**src/rtl/z80_io_uart.sv**
```systemverilog
`default_nettype none
// ============================================================================
// Module      : z80_io_uart
// Description : IO-mapped Z80 UART with TX/RX FIFOs, sticky error flags and
//               an IM2 vectored interrupt.
// Revision    : 1.0
// ============================================================================
module z80_io_uart #(
    parameter int         CLK_HZ    = 50000000,
    parameter int         BAUD      = 115200,
    parameter int         TX_DEPTH  = 16,
    parameter int         RX_DEPTH  = 4,
    parameter logic [7:0] BASE_PORT = 8'h00,
    parameter logic [7:0] VECTOR    = 8'h80
) (
    input  logic       CLK,
    input  logic       nRESET,
    input  logic       nIORQ,
    input  logic       nRD,
    input  logic       nWR,
    input  logic       nM1,
    input  logic [7:0] A,
    input  logic [7:0] D_in,
    output logic [7:0] D_out,
    output logic       D_oe,
    output logic       nINT,
    input  logic       uart_rxd,
    output logic       uart_txd
);

    localparam int              C_DIV       = (CLK_HZ + BAUD / 2) / BAUD;
    localparam int              C_CW        = $clog2(C_DIV);
    localparam logic [C_CW-1:0] C_DIV_LAST  = C_CW'(C_DIV - 1);
    localparam logic [C_CW-1:0] C_HALF_LAST = C_CW'(C_DIV / 2 - 1);
    localparam logic [C_CW-1:0] C_CNT_ONE   = C_CW'(1);
    localparam int              C_TAW       = $clog2(TX_DEPTH);
    localparam int              C_RAW       = $clog2(RX_DEPTH);
    localparam logic [7:0]      C_PORT_STAT = BASE_PORT + 8'd1;
    localparam logic [7:0]      C_PORT_CTRL = BASE_PORT + 8'd2;

    typedef enum logic [1:0] {
        TX_IDLE  = 2'd0,
        TX_START = 2'd1,
        TX_DATA  = 2'd2,
        TX_STOP  = 2'd3
    } tx_state_t;

    typedef enum logic [1:0] {
        RX_IDLE  = 2'd0,
        RX_START = 2'd1,
        RX_DATA  = 2'd2,
        RX_STOP  = 2'd3
    } rx_state_t;

    // ---------------------------------------------------------------- decode
    logic       w_sel_data, w_sel_stat, w_sel_ctrl, w_sel_any;
    logic       w_io_wr, w_io_rd, w_wr_edge, w_rd_end, w_ack;
    logic       r_io_wr_d, r_io_rd_d;
    logic [1:0] r_rd_sel;

    assign w_sel_data = (A == BASE_PORT);
    assign w_sel_stat = (A == C_PORT_STAT);
    assign w_sel_ctrl = (A == C_PORT_CTRL);
    assign w_sel_any  = w_sel_data | w_sel_stat | w_sel_ctrl;
    assign w_io_wr    = !nIORQ & nM1 & nRD & !nWR & w_sel_any;
    assign w_io_rd    = !nIORQ & nM1 & !nRD & nWR & w_sel_any;
    assign w_wr_edge  = w_io_wr & !r_io_wr_d;
    assign w_rd_end   = r_io_rd_d & !w_io_rd;
    assign w_ack      = !nM1 & !nIORQ;

    // --------------------------------------------------------------- TX FIFO
    logic [7:0]     r_tx_mem [TX_DEPTH];
    logic [C_TAW:0] r_tx_wp, r_tx_rp;
    logic           w_tx_empty, w_tx_full, w_tx_pop, w_tx_push, w_tx_push_req;
    logic [7:0]     w_tx_head;

    tx_state_t       r_tx_st;
    logic [C_CW-1:0] r_tx_cnt;
    logic [2:0]      r_tx_bit;
    logic [7:0]      r_tx_sh;
    logic            r_txd;
    logic            w_tx_bdone, w_tx_busy;

    assign w_tx_empty    = (r_tx_wp == r_tx_rp);
    assign w_tx_full     = (r_tx_wp[C_TAW] != r_tx_rp[C_TAW]) &&
                           (r_tx_wp[C_TAW-1:0] == r_tx_rp[C_TAW-1:0]);
    assign w_tx_head     = r_tx_mem[r_tx_rp[C_TAW-1:0]];
    assign w_tx_bdone    = (r_tx_cnt == C_DIV_LAST);
    assign w_tx_busy     = (r_tx_st != TX_IDLE);
    // The FSM pops when idle or at the last stop cycle, giving gapless frames.
    assign w_tx_pop      = !w_tx_empty &&
                           ((r_tx_st == TX_IDLE) || ((r_tx_st == TX_STOP) && w_tx_bdone));
    assign w_tx_push_req = w_wr_edge & w_sel_data;
    assign w_tx_push     = w_tx_push_req & (!w_tx_full | w_tx_pop);

    always_ff @(posedge CLK) begin
        if (!nRESET) begin
            r_tx_wp <= '0;
            r_tx_rp <= '0;
        end else begin
            if (w_tx_push) r_tx_wp <= r_tx_wp + (C_TAW+1)'(1);
            if (w_tx_pop)  r_tx_rp <= r_tx_rp + (C_TAW+1)'(1);
        end
    end

    always_ff @(posedge CLK) begin
        if (w_tx_push) r_tx_mem[r_tx_wp[C_TAW-1:0]] <= D_in;
    end

    // ---------------------------------------------------------------- TX FSM
    always_ff @(posedge CLK) begin
        if (!nRESET) begin
            r_tx_st  <= TX_IDLE;
            r_tx_cnt <= '0;
            r_tx_bit <= '0;
            r_tx_sh  <= '0;
            r_txd    <= 1'b1;
        end else begin
            case (r_tx_st)
                TX_IDLE: begin
                    if (!w_tx_empty) begin
                        r_tx_sh  <= w_tx_head;
                        r_txd    <= 1'b0;
                        r_tx_cnt <= '0;
                        r_tx_st  <= TX_START;
                    end
                end
                TX_START: begin
                    if (w_tx_bdone) begin
                        r_tx_cnt <= '0;
                        r_tx_bit <= '0;
                        r_txd    <= r_tx_sh[0];
                        r_tx_st  <= TX_DATA;
                    end else begin
                        r_tx_cnt <= r_tx_cnt + C_CNT_ONE;
                    end
                end
                TX_DATA: begin
                    if (w_tx_bdone) begin
                        r_tx_cnt <= '0;
                        if (r_tx_bit == 3'd7) begin
                            r_txd   <= 1'b1;
                            r_tx_st <= TX_STOP;
                        end else begin
                            r_tx_bit <= r_tx_bit + 3'd1;
                            r_tx_sh  <= r_tx_sh >> 1;
                            r_txd    <= r_tx_sh[1];
                        end
                    end else begin
                        r_tx_cnt <= r_tx_cnt + C_CNT_ONE;
                    end
                end
                TX_STOP: begin
                    if (w_tx_bdone) begin
                        r_tx_cnt <= '0;
                        if (!w_tx_empty) begin
                            r_tx_sh <= w_tx_head;
                            r_txd   <= 1'b0;
                            r_tx_st <= TX_START;
                        end else begin
                            r_tx_st <= TX_IDLE;
                        end
                    end else begin
                        r_tx_cnt <= r_tx_cnt + C_CNT_ONE;
                    end
                end
                default: r_tx_st <= TX_IDLE;
            endcase
        end
    end

    assign uart_txd = r_txd;

    // ---------------------------------------------------------------- RX FSM
    rx_state_t       r_rx_st;
    logic [C_CW-1:0] r_rx_cnt;
    logic [2:0]      r_rx_bit;
    logic [7:0]      r_rx_sh;
    logic            r_rx_s1, r_rx_s2, r_rx_prev;
    logic            w_rx_stop_smp, w_rx_push_req, w_rx_frm_set;

    assign w_rx_stop_smp = (r_rx_st == RX_STOP) && (r_rx_cnt == C_DIV_LAST);
    assign w_rx_push_req = w_rx_stop_smp & r_rx_s2;
    assign w_rx_frm_set  = w_rx_stop_smp & !r_rx_s2;

    always_ff @(posedge CLK) begin
        if (!nRESET) begin
            r_rx_s1   <= 1'b1;
            r_rx_s2   <= 1'b1;
            r_rx_prev <= 1'b1;
            r_rx_st   <= RX_IDLE;
            r_rx_cnt  <= '0;
            r_rx_bit  <= '0;
            r_rx_sh   <= '0;
        end else begin
            r_rx_s1   <= uart_rxd;
            r_rx_s2   <= r_rx_s1;
            r_rx_prev <= r_rx_s2;
            case (r_rx_st)
                RX_IDLE: begin
                    if (r_rx_prev && !r_rx_s2) begin
                        r_rx_cnt <= '0;
                        r_rx_st  <= RX_START;
                    end
                end
                RX_START: begin
                    // Mid-start re-check rejects glitches shorter than half a bit.
                    if (r_rx_cnt == C_HALF_LAST) begin
                        r_rx_cnt <= '0;
                        r_rx_bit <= '0;
                        r_rx_st  <= r_rx_s2 ? RX_IDLE : RX_DATA;
                    end else begin
                        r_rx_cnt <= r_rx_cnt + C_CNT_ONE;
                    end
                end
                RX_DATA: begin
                    if (r_rx_cnt == C_DIV_LAST) begin
                        r_rx_cnt <= '0;
                        r_rx_sh  <= {r_rx_s2, r_rx_sh[7:1]};
                        if (r_rx_bit == 3'd7) r_rx_st  <= RX_STOP;
                        else                  r_rx_bit <= r_rx_bit + 3'd1;
                    end else begin
                        r_rx_cnt <= r_rx_cnt + C_CNT_ONE;
                    end
                end
                RX_STOP: begin
                    if (r_rx_cnt == C_DIV_LAST) begin
                        r_rx_cnt <= '0;
                        r_rx_st  <= RX_IDLE;
                    end else begin
                        r_rx_cnt <= r_rx_cnt + C_CNT_ONE;
                    end
                end
                default: r_rx_st <= RX_IDLE;
            endcase
        end
    end

    // --------------------------------------------------------------- RX FIFO
    logic [7:0]     r_rx_mem [RX_DEPTH];
    logic [C_RAW:0] r_rx_wp, r_rx_rp;
    logic           w_rx_empty, w_rx_full, w_rx_pop, w_rx_push;
    logic [7:0]     w_rx_head;

    assign w_rx_empty = (r_rx_wp == r_rx_rp);
    assign w_rx_full  = (r_rx_wp[C_RAW] != r_rx_rp[C_RAW]) &&
                        (r_rx_wp[C_RAW-1:0] == r_rx_rp[C_RAW-1:0]);
    assign w_rx_head  = r_rx_mem[r_rx_rp[C_RAW-1:0]];
    assign w_rx_pop   = w_rd_end & r_rd_sel[0] & !w_rx_empty;
    assign w_rx_push  = w_rx_push_req & (!w_rx_full | w_rx_pop);

    always_ff @(posedge CLK) begin
        if (!nRESET) begin
            r_rx_wp <= '0;
            r_rx_rp <= '0;
        end else begin
            if (w_rx_push) r_rx_wp <= r_rx_wp + (C_RAW+1)'(1);
            if (w_rx_pop)  r_rx_rp <= r_rx_rp + (C_RAW+1)'(1);
        end
    end

    always_ff @(posedge CLK) begin
        if (w_rx_push) r_rx_mem[r_rx_wp[C_RAW-1:0]] <= r_rx_sh;
    end

    // ------------------------------------------- control, flags, interrupt
    logic [1:0] r_ctrl;
    logic       r_tx_ovf, r_rx_ovr, r_frm_err, r_nint;
    logic       w_stat_clr, w_int_req;
    logic [7:0] w_status;

    assign w_stat_clr = w_rd_end & r_rd_sel[1];
    assign w_int_req  = (r_ctrl[0] & !w_rx_empty) |
                        (r_ctrl[1] & w_tx_empty & !w_tx_busy);
    assign w_status   = {1'b0, r_tx_ovf, r_frm_err, w_tx_busy,
                         r_rx_ovr, !w_rx_empty, w_tx_empty, w_tx_full};

    // Sticky flags: a set in the same cycle as the clear-on-read wins.
    always_ff @(posedge CLK) begin
        if (!nRESET) begin
            r_io_wr_d <= 1'b0;
            r_io_rd_d <= 1'b0;
            r_rd_sel  <= '0;
            r_ctrl    <= '0;
            r_tx_ovf  <= 1'b0;
            r_rx_ovr  <= 1'b0;
            r_frm_err <= 1'b0;
            r_nint    <= 1'b1;
        end else begin
            r_io_wr_d <= w_io_wr;
            r_io_rd_d <= w_io_rd;
            if (w_io_rd) r_rd_sel <= {w_sel_stat, w_sel_data};
            if (w_wr_edge && w_sel_ctrl) r_ctrl <= D_in[1:0];
            if (w_tx_push_req && w_tx_full && !w_tx_pop) r_tx_ovf <= 1'b1;
            else if (w_stat_clr)                         r_tx_ovf <= 1'b0;
            if (w_rx_push_req && w_rx_full && !w_rx_pop) r_rx_ovr <= 1'b1;
            else if (w_stat_clr)                         r_rx_ovr <= 1'b0;
            if (w_rx_frm_set)    r_frm_err <= 1'b1;
            else if (w_stat_clr) r_frm_err <= 1'b0;
            r_nint <= !w_int_req;
        end
    end

    assign nINT = r_nint;

    always_comb begin
        D_oe  = 1'b0;
        D_out = 8'h00;
        if (w_ack) begin
            if (!r_nint) begin
                D_oe  = 1'b1;
                D_out = VECTOR;
            end
        end else if (w_io_rd) begin
            D_oe = 1'b1;
            if (w_sel_data)      D_out = w_rx_empty ? 8'h00 : w_rx_head;
            else if (w_sel_stat) D_out = w_status;
            else                 D_out = {6'b0, r_ctrl};
        end
    end

endmodule
`default_nettype wire

```
**config.mk**
```make
export PLATFORM = sky130hd
export DESIGN_NAME = z80_io_uart
export DESIGN_NICKNAME = d
export VERILOG_FILES = /design/src/rtl/z80_io_uart.sv
export SDC_FILE = /design/constraint.sdc
export NUM_CORES = 1
export LEC_CHECK = 0
export CAP_MARGIN = 30
export CORE_MARGIN = 4
export CORE_UTILIZATION = 61
export CTS_BUF_LIST = sky130_fd_sc_hd__clkbuf_4 sky130_fd_sc_hd__clkbuf_8 sky130_fd_sc_hd__clkbuf_16
export CTS_CLUSTER_DIAMETER = 200
export DETAILED_ROUTE_END_ITERATION = 6
export GPL_TIMING_DRIVEN = 0
export PLACE_DENSITY = 0.79
export SLEW_MARGIN = 20
export SYNTH_ARGS = -nofsm -noshare
export SYNTH_HDL_FRONTEND = slang
export SYNTH_SLANG_ARGS = --single-unit
```
**constraint.sdc**
```tcl
create_clock -name CLK -period 3.31 [get_ports CLK]
set_input_delay 0.662 -clock CLK [delete_from_list [all_inputs] [get_ports CLK]]
set_output_delay 0.662 -clock CLK [all_outputs]
set_load 0.005 [all_outputs]
```
# Word level (Yosys, flattened, before mapping)
# Memories as Yosys holds them, arrays and structs flattened. A register that Yosys moved wholly into a read port is not among the register bits.
# Cells that the tools add are included.
dict set report totals {
  regBits 74
  ram_bits 160
  output_inout_bits 11
  word_cells 198
  memories 2
}
# name words word_bits read_ports rd_ports_with_merged_regs write_ports line
set mem_list {}
lappend mem_list {r_tx_mem 16 8 1 1 1 72} ;# logic [7:0] r_tx_mem [TX_DEPTH];
lappend mem_list {r_rx_mem 4 8 1 1 1 240} ;# logic [7:0] r_rx_mem [RX_DEPTH];
dict set report classes {
  n_addsub 8
  n_eq_ne 31
  mux 61
  bitwise 26
  n_reduce_logical 46
}
# op count
set op_table {}
lappend op_table {{$mux W8} 9}
lappend op_table {{$mux W9} 5}
lappend op_table {{$pmux W9 S3} 1}
lappend op_table {{$mux W2} 13}
lappend op_table {{$pmux W8 S3} 1}
lappend op_table {{$ne A2 B2 Y1 const B} 11}
lappend op_table {{$and A1 B1 Y1} 21}
lappend op_table {{$add A9 B1 Y9 const B} 2}
lappend op_table {{$eq A9 B9 Y1 const B} 2}
lappend op_table {{$mux W3} 6}
lappend op_table {{$pmux W9 S2} 1}
lappend op_table {{$mux W1} 17}
lappend op_table {{$pmux W2 S4} 2}
lappend op_table {{$logic_not A1 Y1} 15}
lappend op_table {{$add A3 B1 Y3 const B} 4}
lappend op_table {{$pmux W3 S2} 2}
lappend op_table {{$reduce_and A4 Y1} 3}
lappend op_table {{$reduce_bool A2 Y1} 6}
lappend op_table {{$logic_and A1 B1 Y1} 11}
lappend op_table {{$add A5 B1 Y5 const B} 2}
lappend op_table {{$reduce_and A5 Y1} 2}
lappend op_table {{$eq A9 B8 Y1 const B} 1}
lappend op_table {{$eq A2 B2 Y1 const B} 4}
lappend op_table {{$eq A8 B1 Y1 const B} 1}
lappend op_table {{21 further kinds} 30}

# Depth between registers and ports, before layout
dict set report depth {
  depth_word 13
  ltp_mapped 10
  mapped_depth_nobuf 7
}

# Worst setup path before layout
# No wires, ideal clock.
dict set report synth_timing {
  path_kind {input -> register}
  start {input port A[7]}
  end {memory r_tx_mem[3][0], enable pin}
  arrival_ps 2535
  slack_ps 391
  stages 5
  n_path_buf 0
  path_cell_list {nor4_2 -> nand4_1 -> a311oi_4 -> nand2_1 -> nor3_1}
}
dict set report synth_via {
  elab_chain_cells 9
  word_cells_on_any_way 11
  classes_between {2 x eq/ne; 2 x mux; 6 x bitwise; 1 x reduce/logical}
}
# element line
set synth_rtl {}
lappend synth_rtl {{start: declaration} 22} ;# input logic [7:0] A,
lappend synth_rtl {{$eq A8 B1 Y1 or $logic_not A8 Y1 (tied branches)} {62, 61}}
lappend synth_rtl {{$or A1 B1 Y1 (2 in series)} 64} ;# assign w_sel_any = w_sel_data | w_sel_stat | w_sel_ctrl;
lappend synth_rtl {{$and A1 B1 Y1} 65} ;# assign w_io_wr = !nIORQ & nM1 & nRD & !nWR & w_sel_any;
lappend synth_rtl {{$and A1 B1 Y1} 67} ;# assign w_wr_edge = w_io_wr & !r_io_wr_d;
lappend synth_rtl {{$and A1 B1 Y1 (*)} 93} ;# assign w_tx_push_req = w_wr_edge & w_sel_data;
lappend synth_rtl {{$and A1 B1 Y1 (*)} 94} ;# assign w_tx_push = w_tx_push_req & (!w_tx_full | w_tx_pop);
lappend synth_rtl {{$mux W1 (*)} 107} ;# if (w_tx_push) r_tx_mem[r_tx_wp[C_TAW-1:0]] <= D_in;
lappend synth_rtl {{$mux W1 (not written as such) (*)} 107}
lappend synth_rtl {{end: declaration} 72}
# Mark *: on every way between the ends. The rest lies on a longest branch, timed or not.

# Worst setup path in the final report
dict set report layout_timing {
  start {input port nIORQ}
  end {memory r_tx_mem[10][0], enable pin}
}
dict set report layout_via {
  elab_chain_cells 10
}
# element line
set layout_rtl {}
lappend layout_rtl {{start: declaration} 18} ;# input logic nIORQ,
lappend layout_rtl {{$logic_not A1 Y1} 65}
lappend layout_rtl {{$and A1 B1 Y1 (4 in series)} 65}
lappend layout_rtl {{$and A1 B1 Y1} 67}
lappend layout_rtl {{$and A1 B1 Y1} 93}
lappend layout_rtl {{$and A1 B1 Y1} 94}
lappend layout_rtl {{$mux W1} 107}
lappend layout_rtl {{$mux W1 (not written as such)} 107}
# No other way between the ends.

==> results.py <==
metrics = {
    "run_status": {
        "outcome": "complete, no violations",
    },
    "worst_setup_path": {
        "crit_path_end": "r_tx_mem[10][0]$_DFFE_PP_",
        "crit_arrival_ps": 3420,
        "path_cells": "clkdlybuf4s50_1 -> nor4bb_1 -> nand4_1 -> a311oi_4 -> nand2_1 -> nor2_1",
        "path_max_fanout": 10,
        "r2r-start": "r_tx_cnt[0]$_SDFFE_PN0P_",
        "critPathSlowestCell": "nor2_1",
        "r2r_slack_ps": 150,
        "critical-path-max-stage-delay_ps": 730,
        "r2r_end": "r_tx_mem[10][0]$_DFFE_PP_",
        "critPathLaunch": "nIORQ",
        "critical_path_class": "primary input to flop",
        "critPathLaunchType": "primary input",
        "required_ps": 3440,
        "crit_path_end_kind": "flop",
        "reg2reg_depth": 6,
    },
    "global_route": {
        "globalRouteOverflowTotal": 0,
        "grt_pass1_wl_mm": 35.2,
        "grt_use_total": 0.243,
        "antenna_found_initial": 0,
        "grt_pass1_vias": 6588,
        "grt_max_degree": 18,
    },
    "layout": {
        "insertedDiodeCount": 0,
        "layout_common_cells": "edfxtp_1, dfxtp_1, nor2_1, nand2_1, mux4_2",
        "layout_commonest_cell": "edfxtp_1",
        "area.growth.synth_to_final_pct": 15.4,
        "drive_gt1_frac": 0.166,
        "fin_util": 0.728,
        "num-nets-final": 845,
    },
    "clock_network": {
        "insertion_delay_ps": 510,
        "htreeDepth": 1,
        "clk_path_buf_depth": 3,
        "clk_pin_slew_ps": 60,
        "cts-root-buf": "clkbuf_16",
        "cts_made_buffers": 24,
        "cts.sinks": 240,
        "cts_tree": "built",
    },
    "synth": {
        "synth_edf_count": 160,
        "syn_nets": 784,
        "avgSynthCellArea_um2": 13.8,
        "yosys.area.top_type": "edfxtp_1",
        "ys.flop_type": "edfxtp_1",
        "synth-seq-cells": 240,
        "yosysTopAreaCellShare": 0.472,
        "synth_area_um2": 10200,
        "synthArstFlopShare": 0,
        "synth_area_leaders": "edfxtp_1, dfxtp_1, mux4_2",
        "yosysSeqAreaShare": 0.630,
        "postSynthCellCount": 737,
        "yosysWarnings": 0,
        "synthDistinctLibCells": 65,
    },
    "placement": {
        "detailed_place_hpwl_mm": 14.3,
        "pre_cts_ws_ps": -529,
        "gp_congestion": 0.897,
        "numPortBuffers": 31,
    },
    "routing": {
        "drc": 0,
        "route.vias.total": 6542,
        "drtAntennaViolNets": 0,
        "first_pass_iters": 6,
        "wirelength_mm": 22.3,
        "avgViaCountPerCell": 6.35,
        "wire_per_inst_um": 21.7,
        "drt_iter0_drc": 623,
    },
    "die": {
        "row_count": 46,
        "die_w_um": 137,
        "initial_utilization": 0.631,
        "dieArea_um2": 18800,
        "io_pins": 34,
        "fp.coreArea_um2": 16100,
        "die_h_um": 137,
    },
    "sta": {
        "min_period_over_period": 0.993,
        "finClkSkew_ps": 13.3,
        "max_freq_mhz": 304,
        "fin_hold_ws_ps": 417,
        "rsz0062_at_grt": "true",
        "timing.final.crit_period_ps": 3290,
        "worst_pin_slew_ps": 964,
        "slew_headroom": 0.354,
        "setup_viol": 0,
        "hold_viol": 0,
        "setup_slack_ps": 21.6,
        "drv_slew": 0,
    },
    "run": {
        "cap_violations": 0,
    },
    "worst_hold_path": {
        "hp-class": "flop to flop",
    },
    "pwr": {
        "cellPowerDensity_nw_per_um2": 595,
        "leakagePower_nw": 3.89,
        "power.total_w": 0.00699,
        "ir_worst_vdd_v": 0.000546,
    },
}
-- cell type report --
type | count | area, um2
inverter | 23 | 86.3
buffer | 31 | 150
multi-input combinational | 441 | 3630
timing repair buffer | 37 | 353
tap | 216 | 270
clock buffer | 33 | 717
clock inverter | 10 | 121
fill | 985 | 4380
sequential | 240 | 6410
-- state kept, by name, summed over array words and instances (netlist names), 5 cells and up, named ones only --
register and count:
r_tx_wp 5, r_rx_cnt 9, r_tx_rp 5, r_tx_mem 128
r_tx_sh 8, r_rx_mem 32, r_tx_cnt 9, r_rx_sh 8
-- power by group --
group          switching (W)  internal, W  total, W
registers          0.0000663      0.00326   0.00332
clock network        0.00109      0.00174   0.00283
logic               0.000483     0.000348  0.000831
-- synth_stat cells (2+ instances only) --
master     instances
buf_2             13
mux2i_1           31
o21ai_0           16
nand4b_1           2
nand2b_1           7
nand3_1           19
xnor2_1           16
a31oi_1            2
ha_1              24
clkbuf_1          19
nor3_1            12
a22oi_1            3
and4_1             3
o31ai_1            8
o221a_2            2
nand3b_1           2
or3_1              2
dfxtp_1           80
o22ai_1            6
and3_1            10
or4_1              2
and2_1             2
nand4bb_1          2
nand2_1           41
nor2_1            78
nand4_1           11
o2111ai_1          2
a211oi_1          10
nor4bb_1           2
inv_1             22
a2111oi_0          2
mux4_2            39
nor4_1             4
edfxtp_1         160
a21oi_1           37
xor2_1            12
o211ai_1           5
nor4b_4            2
-- worst min path at each step --
stage                                  start            endpoint  slack [ps]  cells after the start
after floorplan           r_rx_s1$_SDFF_PN1_  r_rx_s2$_SDFF_PN1_         390                      1
after global placement    r_rx_s1$_SDFF_PN1_  r_rx_s2$_SDFF_PN1_         400                      1
after detailed placement  r_rx_s1$_SDFF_PN1_  r_rx_s2$_SDFF_PN1_         410                      1
after CTS                 r_rx_s1$_SDFF_PN1_  r_rx_s2$_SDFF_PN1_         420                      1
after global routing      r_rx_s1$_SDFF_PN1_  r_rx_s2$_SDFF_PN1_         460                      1
final                     r_rx_s1$_SDFF_PN1_  r_rx_s2$_SDFF_PN1_         420                      1
-- critical path: cells and delay by family --
kind	cells	cell delay, ps
simple gates	4	1670
compound gates	1	590
buf+inv	1	490
-- cells by family (layout without fill, tap and decap cells) --
group | Yosys count | count (layout) | share of synthesized area
xor+xnor | 28 | 28 | 0.0241
mux | 70 | 70 | 0.117
fa+ha+maj | 24 | 24 | 0.0295
simple gates | 210 | 210 | 0.105
buf+inv | 56 | 134 | 0.0226
compound gates | 109 | 109 | 0.0722
flops | 240 | 240 | 0.630
-- stage by stage --
step	instance area [um2]	std cells	TNS, ps
floorplan	10200	737	0
global placement	10800	984	-55210
detailed placement	10800	984	-57360
CTS	11700	1028	0
global route	11700	1031	-2630
finish	11700	1031	0
-- metal layers --
layer | track usage | up-vias | routed length [um]
li1 | - | 2942 | -
met3 | 0.0485 | 82 | 1790
met2 | 0.405 | 362 | 10800
met5 | 0 | - | 0
met1 | 0.309 | 3156 | 8700
met4 | 0.113 | 0 | 1090
-- timing repair --
| item | 4_1_cts | 5_1_grt |
|---|---|---|
| hold buffers | 0 | 0 |
| gates resized for setup | 9 | 19 |
| endpoints found under the setup margin | 31 | 96 |
| gates cloned | 0 | 0 |
| pin swaps | 4 | 3 |
| buffers inserted | 2 | 1 |
| endpoints found under the hold margin | 0 | 0 |
Power figures use the tool's default switching activity.
